$ cat config.mk
export PLATFORM = sky130hd
export DESIGN_NAME = modadd_scheduler
export DESIGN_NICKNAME = d
export VERILOG_FILES = /design/src/rtl/modadd_scheduler.sv
export SDC_FILE = /design/constraint.sdc
export NUM_CORES = 1
export LEC_CHECK = 0
export CORE_MARGIN = 4
export CORE_UTILIZATION = 35
export DETAILED_ROUTE_END_ITERATION = 16
export PLACE_DENSITY = 0.69
export SLEW_MARGIN = 5
export SYNTH_ARGS = -nofsm -noshare
export SYNTH_HDL_FRONTEND = slang
export SYNTH_SLANG_ARGS = --single-unit
$ cat constraint.sdc
create_clock -name clk -period 1.25 [get_ports clk]
set_clock_uncertainty 0.05 [all_clocks]
set_input_delay 0.25 -clock clk [delete_from_list [all_inputs] [get_ports clk]]
set_output_delay 0.25 -clock clk [all_outputs]
set_load 0.01 [all_outputs]
$ cat src/rtl/modadd_scheduler.sv
// Round-robin scheduler sharing one combinational mod-15 adder between two requesters.
// Each accepted op holds the adder operands for SETTLE cycles, then returns z over valid/ready.
module modadd_scheduler #(
  parameter int SETTLE    = 2,
  parameter bit NORMALIZE = 1'b1
) (
  input  logic       clk,
  input  logic       rst,
  input  logic       req0_valid,
  output logic       req0_ready,
  input  logic       req0_s,
  input  logic [3:0] req0_x,
  input  logic [3:0] req0_y,
  input  logic       req1_valid,
  output logic       req1_ready,
  input  logic       req1_s,
  input  logic [3:0] req1_x,
  input  logic [3:0] req1_y,
  output logic       add_s,
  output logic [3:0] add_x,
  output logic [3:0] add_y,
  input  logic [3:0] add_z,
  output logic       rsp_valid,
  input  logic       rsp_ready,
  output logic       rsp_id,
  output logic [3:0] rsp_z,
  output logic       busy
);
  localparam int CW = (SETTLE > 1) ? $clog2(SETTLE) : 1;

  typedef enum logic [1:0] {IDLE, EXEC, HOLD} state_t;
  typedef struct packed {
    logic       s;
    logic [3:0] x;
    logic [3:0] y;
    logic       id;
  } op_t;

  state_t        state, state_nxt;
  logic          rr_ptr;
  logic [CW-1:0] cnt;
  op_t           op;
  logic [1:0]    vld;
  logic          gnt, gnt_id;
  op_t           gnt_op;

  assign vld = {req1_valid, req0_valid};

  always_comb begin
    state_nxt  = state;
    gnt        = 1'b0;
    gnt_id     = vld[rr_ptr] ? rr_ptr : ~rr_ptr;
    req0_ready = 1'b0;
    req1_ready = 1'b0;
    gnt_op     = gnt_id ? '{s: req1_s, x: req1_x, y: req1_y, id: 1'b1}
                        : '{s: req0_s, x: req0_x, y: req0_y, id: 1'b0};
    case (state)
      IDLE: if (|vld) begin
        gnt        = 1'b1;
        req0_ready = ~gnt_id;
        req1_ready = gnt_id;
        state_nxt  = EXEC;
      end
      EXEC: if (cnt == '0) state_nxt = HOLD;
      HOLD: if (rsp_ready) state_nxt = IDLE;
      default: state_nxt = IDLE;
    endcase
  end

  // Adder operands come straight from the op register, so they stay at the last op
  assign add_s     = op.s;
  assign add_x     = op.x;
  assign add_y     = op.y;
  assign rsp_valid = (state == HOLD);
  assign busy      = (state != IDLE);

  always_ff @(posedge clk) begin
    if (rst) begin
      state  <= IDLE;
      rr_ptr <= 1'b0;
      cnt    <= '0;
      op     <= '0;
      rsp_z  <= 4'h0;
      rsp_id <= 1'b0;
    end else begin
      state <= state_nxt;
      if (gnt) begin
        op     <= gnt_op;
        rr_ptr <= ~gnt_id;
        cnt    <= CW'(SETTLE - 1);
      end
      if (state == EXEC) begin
        if (cnt == '0) begin
          // 4'hF is the adder's negative zero
          rsp_z  <= (NORMALIZE && add_z == 4'hF) ? 4'h0 : add_z;
          rsp_id <= op.id;
        end else begin
          cnt <= cnt - 1'b1;
        end
      end
    end
  end
endmodule

# --- Word level (Yosys, flattened, before mapping) ---
# Index checks and enable logic that the tools add are counted.
# W data, S select, Z words.
totals:
  ramBits: 0
  latch_bits: 0
  memories: 0
  wordCells: 43
  in_bits: 27
  rom_bits: 0
  register_bits: 19
  output_inout_bits: 18
classes:
  eq_ne: 6
  multipliers: 0
  order_cmp: 1
  n_mux: 18
  addsub: 1
  shift: 0
  reduce_logical: 5
  div_mod_pow: 0
  bitwise: 3
ops:
  columns: ["op", "count"]
  rows:
  - ["$mux W1", 12]
  - ["$mux W10", 1]
  - ["$mux W2", 3]
  - ["$pmux W2 S3", 1]
  - ["$eq A4 B4 Y1 const B", 1]
  - ["$mux W4", 1]
  - ["$ne A2 B2 Y1 const B", 2]
  - ["$not A1 Y1", 3]
  - ["$reduce_and A3 Y1", 1]
  - ["$eq A2 B1 Y1 const B", 1]
  - ["$eq A2 B2 Y1 const B", 1]
  - ["$logic_not A2 Y1", 1]
  - ["$lt A1 B2 Y1 const B", 1]
  - ["$ne A2 B1 Y1 const B", 1]
  - ["$reduce_and A2 Y1", 1]
  - ["$reduce_bool A2 Y1", 1]
  - ["$reduce_or A2 Y1", 1]
  - ["$sub A1 B1 Y1 const B", 1]

# --- Depth between registers and ports, before layout ---
# Gate-level depths: netlist of run 1.
depth:
  ltp_word: 6
  ltp_mapped: 5
  mapped_depth_nobuf: 4

# --- Worst setup path before layout of run 1 ---
# No wires, ideal clock.
synth_path:
  kind: "register -> output"
  from: "register state[1]"
  to: "output port req0_ready"
  n_path_buf: 1
  t_required_ns: 0.950
  stages_incl_launch_ff: 5
  setup_slack_ns: 0.039
  arrival_time_ns: 0.911
  path_cell_list: "dfxtp_1 > nor2_2 > buf_4 > nand2_1 > a21oi_1"
synth_via:
  elab_chain_cells: 2
synth_rtl:
  columns: ["item", "line_no", "text"]
  rows:
  - ["start: declaration", "39", "state_t state, state_nxt;"]
  - ["start signal: assignment", "86", "state <= state_nxt;"]
  - ["$logic_not A2 Y1", "57", "case (state)"]
  - ["$mux W1", "57", null]
  - ["end: declaration", "10", "output logic req0_ready,"]
# Every way passes these cells.

# --- Final worst setup path of run 1 ---
layout_path:
  from: "register state[1]"
  to: "output port req1_ready"
layout_via:
  elab_chain_cells: 2
layout_rtl:
  columns: ["item", "line_no", "text"]
  rows:
  - ["$logic_not A2 Y1", "57", null]
  - ["$mux W1", "57", null]
  - ["end: declaration", "15", "output logic req1_ready,"]
# Every way passes these cells.

==> reports/metrics.cfg, run 1 <==
[hold_path]
hold_class = reg -> reg

[place]
pre_cts_slack_ns = -0.739
place_hpwl_um = 2150
placed_cells = 183
routabilityCongestion = 0.809
port_buffers = 44

[grt]
grt_pass1_wl_um = 4570
grt_pass1_vias = 1052
grt_max_degree = 12
antenna_found_initial = 0
overflow = 0
grt_usage = 0.163

[route]
drt-vias-per-instance = 5.17
ant_nets = 0
drc = 0
drt_iter0_drc = 15
drt_pass1_iterations = 4
wl_per_cell_um = 14.9
routed_wl_um = 2910
dr_total_vias = 1013

[synthesis]
synthTopCellsByCount = 19 x dfxtp_1, 17 x a21oi_1, 13 x nand3_1, 10 x buf_4, 10 x o21ai_0
synthArstFlopShare = 0
synth_area_leaders = dfxtp_1 38%, a311oi_2 12%, a21oi_1 8.6%, buf_4 7.6%, nand3_1 6.6%
synth.top_cell.area_share = 0.384
synth_nets = 139
synth_ff_type = dfxtp_1
synth_cell_type_count = 25
ys_ff_latch = 19
ys_warn_count = 0
synth_edf_count = 0
synth.most_common_cell = dfxtp_1
yosysSeqAreaShare = 0.384
syn_inst = 112
synth_area_per_cell_um2 = 8.84
syn_area_um2 = 990
yosysTopAreaCell = dfxtp_1

[critical_path]
cp-end-kind = output pin
critPathKind = reg -> out
cp-start-kind = register
arrival_ns = 1.15
path_max_fanout = 4
critPathRequiredTime_ns = 0.95

[clocking]
clockBufferDepth = 2
cts_tree = done
htreeDepth = 1
clkTransAtPathRegs_ns = 0.11
cts.sinks = 19
clk_latency_ns = 0.30
numCtsBuffers = 3
root_buffer = clkbuf_4

[power_and_ir_drop]
clock_power_share = 0.177
leakage_nw = 0.654
power_frac_seq = 0.410
netSwitchingFraction = 0.323
power.density_nw_per_um2 = 1120
p_int_w = 0.00122
p_comb_frac = 0.413
ir_drop_mv = 0.885
power.switching_w = 0.000583
fin_total_pwr_w = 0.00181

[die]
die-width_um = 61.2
die_h_um = 61.2
ios = 45
num_rows = 19
core_um2 = 2730
dieArea_um2 = 3740
start_util = 0.362

[sta]
finalSetupViolCount = 15
finalHoldViolCount = 0
rsz0062_at_grt = true
slew_headroom = 0.808
hold_ws_ns = 0.411
fin_crit_ns = 1.45
setup_ws_ns = -0.202
worstMarginPinSlew_ns = 0.288
fmax_mhz = 689
finalCritPeriodShare = 1.16
maxSlewViolCount = 0

[cells_and_area]
final-instance-count-excl-fill = 196
nets = 193
n_fill_cell = 240
areaGrowthSynthToFinish_pct = 63.3
seq_area_um2 = 393
num_antenna_cells = 0
drive_above_1_share = 0.370
multiInputGateArea_um2 = 549

[outcome]
status = finished, violations left
failed_checks = setup timing

[job]
drv_cap = 0

## state kept, by name, summed over array words and instances (netlist names)
register  count
add_x         4
add_y         4
rsp_z         4
state         2
add_s         1
cnt           1
op            1
rr_ptr        1
rsp_id        1
## worst paths after layout
check           start    endpoint  slack (ns)  cells after the start
max reg2reg  state[1]    add_x[2]       -0.05                      7
max          state[1]  req1_ready       -0.20                      4
min reg2reg     op[0]      rsp_id        0.41                      2
min             op[0]      rsp_id        0.41                      2
## stage by stage
step	cell area [um^2]	utilization	setup TNS, ns
final	1620	0.591	-1.09
after floorplan	990	-	0
after detailed placement	1450	0.530	-7.48
after global placement	1450	0.530	-6.84
after CTS	1570	0.575	-0.569
after global routing	1620	0.591	-2.04
## power by group through the flow
stage / clock, W / sequential [W] / combinational [W]
finish: 0.000319 / 0.000740 / 0.000747
global route: 0.000360 / 0.000751 / 0.000803
CTS: 0.000327 / 0.000734 / 0.000701
detailed placement: 0 / 0.000740 / 0.000646
global placement: 0 / 0.000737 / 0.000635
floorplan: 0 / 0.000739 / 0.000378
## cells by family (layout without fill, tap and decap cells)
kind of cell	after synthesis	count (layout)	share of synthesized area
simple gates	35	35	0.197
buf+inv	19	72	0.123
compound gates	39	39	0.296
flops	19	19	0.384
## per-layer routing
metal  GRT usage  routed length (um)  vias to the layer above
met5           0                   0                        -
met4      0.0588                  18                        0
met3      0.0294                  89                        2
met2       0.298                1670                       15
met1       0.187                1140                      490
li1            -                   -                      506
## cell type report
type                            instances  area share
Timing Repair Buffer                   65       0.367
Inverter                                3      0.0101
Clock buffer                            4      0.0163
Tap cell                               31      0.0240
Sequential cell                        19       0.243
Multi-Input combinational cell         74       0.340
## cell usage in the layout, fill, tap and decap left out, types with 2 or more instances in the layout
| master | n |
|---|---|
| dfxtp_4 | 2 |
| nor2_4 | 2 |
| a311oi_2 | 9 |
| dfxtp_2 | 4 |
| dfxtp_1 | 13 |
| buf_2 | 2 |
| a21oi_2 | 2 |
| and2b_2 | 2 |
| nand2_2 | 3 |
| dlygate4sd2_1 | 5 |
| nand2b_4 | 2 |
| clkdlybuf4s15_1 | 8 |
| nand3_1 | 13 |
| clkbuf_4 | 3 |
| buf_6 | 5 |
| clkdlybuf4s50_1 | 24 |
| nand2_1 | 4 |
| o211a_1 | 2 |
| a21oi_1 | 16 |
| o21ai_0 | 10 |
| clkbuf_2 | 3 |
| nand4_1 | 2 |
| buf_4 | 17 |
| inv_1 | 2 |
## timing repair
item | CTS | global route
gates resized for setup | 53 | 23
setup buffers | 6 | 3
hold buffers | 0 | 0
cloned | 0 | 0
endpoints found under the hold margin | 0 | 0
pin swaps | 5 | 9
endpoints found under the setup margin | 34 | 30
## worst max-delay path, stage by stage (launching register included)
cell	delay (ns)
dfxtp_4	0.38
nor2_4	0.16
nand4_1	0.13
inv_1	0.07
buf_2	0.12
No activity file was read; power rests on OpenSTA's default activity.
==> run 2: changes to the inputs <==
==> constraint.sdc (replaced) <==
create_clock -name clk -period 1.8 [get_ports clk]
set_clock_uncertainty 0.05 [all_clocks]
set_input_delay 0.36 -clock clk [delete_from_list [all_inputs] [get_ports clk]]
set_output_delay 0.36 -clock clk [all_outputs]
set_load 0.01 [all_outputs]
==> reports/metrics.cfg, run 2 (synthesis results as in run 1) <==
[grt]
grt_max_degree = 12  ; unchanged
grt_pass1_wl_um = 4290  ; was 4570 um
grt_usage = 0.151  ; was 0.163
grt_pass1_vias = 986  ; was 1052
antenna_found_initial = 0  ; unchanged
overflow = 0  ; unchanged

[route]
ant_nets = 0  ; unchanged
routed_wl_um = 2620  ; was 2910 um
wl_per_cell_um = 14.1  ; was 14.9 um
drt-vias-per-instance = 5.23  ; was 5.17
drc = 0  ; unchanged
dr_total_vias = 973  ; was 1013
drt_iter0_drc = 19  ; was 15
drt_pass1_iterations = 4  ; unchanged

[critical_path]
critPathKind = reg -> out  ; unchanged
path_cells = nor2_4 > buf_6 > inv_2 > dlygate4sd2_1  ; was nor2_4 > nand4_1 > inv_1 > buf_2
path_buf_inv = 3  ; was 2
arrival_ns = 1.29  ; was 1.15 ns
critPathRequiredTime_ns = 1.39  ; was 0.95 ns
cp-end-kind = output pin  ; unchanged
crit_cells = 4  ; unchanged
crit_path_top_delay_cell = dfxtp_4  ; unchanged
cp_top_family = buffers and inverters  ; was flip-flops
critPathMaxStageDelay_ns = 0.38  ; about the same
cp-start-kind = register  ; unchanged
r2r_cells = 5  ; was 7
path_max_fanout = 10  ; was 4

[die]
num_rows = 19  ; unchanged
start_util = 0.362  ; unchanged
ios = 45  ; unchanged
dieArea_um2 = 3740  ; unchanged
die-width_um = 61.2  ; unchanged
die_h_um = 61.2  ; unchanged
core_um2 = 2730  ; unchanged

[cells_and_area]
final_common_cell = clkdlybuf4s50_1  ; unchanged
fin_util = 0.547  ; was 0.591
n_fill_cell = 263  ; was 240
num_antenna_cells = 0  ; unchanged
areaGrowthSynthToFinish_pct = 51.2  ; was 63.3%
drive_above_1_share = 0.206  ; was 0.370
layout.cells.most_common_list = 38 x clkdlybuf4s50_1, 17 x a21oi_1, 16 x dfxtp_1  ; was 24 x clkdlybuf4s50_1, 17 x buf_4, 16 x a21oi_1
final-instance-count-excl-fill = 186  ; was 196
nets = 183  ; was 193

[sta]
fmax_mhz = 588
finalCritPeriodShare = 0.945
finalHoldViolCount = 0  ; unchanged
finalSetupViolCount = 0  ; was 15
maxSlewViolCount = 0  ; unchanged
hold_ws_ns = 0.414  ; was 0.411 ns
setup_ws_ns = 0.0995  ; was -0.202 ns
fin_crit_ns = 1.70
worstMarginPinSlew_ns = 0.616  ; was 0.288 ns
rsz0062_at_grt = false  ; was true
slew_headroom = 0.589  ; was 0.808

[clocking]
cts.sinks = 19  ; unchanged
root_buffer = clkbuf_4  ; unchanged
htreeDepth = 1  ; unchanged
clkTransAtPathRegs_ns = 0.10  ; was 0.11 ns
clk_latency_ns = 0.29  ; was 0.30 ns
numCtsBuffers = 3  ; unchanged
clockBufferDepth = 2  ; unchanged
ctsHoldBuffers = 0  ; unchanged
cts_tree = done  ; unchanged

[hold_path]
hold_class = reg -> reg  ; unchanged
min_path_cells = 2  ; unchanged

[place]
routabilityCongestion = 0.815  ; was 0.809
place_hpwl_um = 2110  ; was 2150 um
placed_cells = 181  ; was 183
port_buffers = 44  ; unchanged
pre_cts_slack_ns = -0.384  ; was -0.739 ns

[outcome]
status = complete, no violations  ; was finished, violations left

[power_and_ir_drop]
power.density_nw_per_um2 = 777  ; was 1120 nW/um^2
leakage_nw = 0.573  ; was 0.654 nW
ir_drop_mv = 0.754  ; was 0.885 mV

[job]
drv_cap = 0  ; unchanged

-- run 2: cell count changes in the layout (fill, tap and decap cells not counted), moves of 4 or more --
cell | before | now
buf_6 | 5 | 1
buf_4 | 17 | 10
clkdlybuf4s50_1 | 24 | 38
clkdlybuf4s15_1 | 8 | 3
-- run 2: where the power goes --
group / switching [W] / total, W / leakage [nW] / internal (W)
logic: 0.000197 / 0.000440 / 0.400 / 0.000243
registers: 0.0000380 / 0.000512 / 0.158 / 0.000474
clock network: 0.000124 / 0.000210 / 0.0150 / 0.0000861
total: 0.000359 / 0.00116 / 0.573 / 0.000804
-- run 2: final timing paths --
kind / start / endpoint / slack (ns)
min: rsp_z[3] / rsp_z[3] / 0.41
max: state[1] / busy / 0.1
max reg2reg: state[1] / add_x[1] / 0.18
min reg2reg: rsp_z[3] / rsp_z[3] / 0.41
-- run 2: area by class of cell --
| cell class | instances | area, um^2 | area share |
|---|---|---|---|
| repair buffers | 55 | 523 | 0.349 |
| multi-input cells | 74 | 508 | 0.339 |
| flip-flops and latches | 19 | 389 | 0.260 |
| well taps | 31 | 38.8 | 0.0259 |
| clock buffers | 4 | 26.3 | 0.0176 |
| inverters | 3 | 11.3 | 0.00753 |
-- run 2: metal layers --
layer,share of wire,vias up,wire length (um),GRT usage
li1,-,486,-,-
met1,0.40,463,1060,0.174
met2,0.55,22,1430,0.281
met3,0.041,2,108,0.0419
met4,0.0054,0,14,0.0217
met5,0,-,0,0
-- run 2: what timing repair did --
item                       in CTS  in global routing
resized for setup              14                  4
hold endpoints to repair        0                  0
pin swaps                       1                  2
setup endpoints to repair       4                  1
setup buffers                   0                  1
-- run 2: worst min-delay path: stages (launching register included) --
cell	delay (ns)
dfxtp_1	0.32
nand2_1	0.05
a21oi_1	0.05
-- run 2: through the flow --
stage	TNS [ns]	power [W]	area [um^2]
after CTS	0	0.00116	1480
after floorplan	0	0.000776	990
final	0	0.00116	1500
after detailed placement	-1.27	0.000953	1430
after global routing	0	0.00124	1500
after global placement	-0.908	0.000944	1430
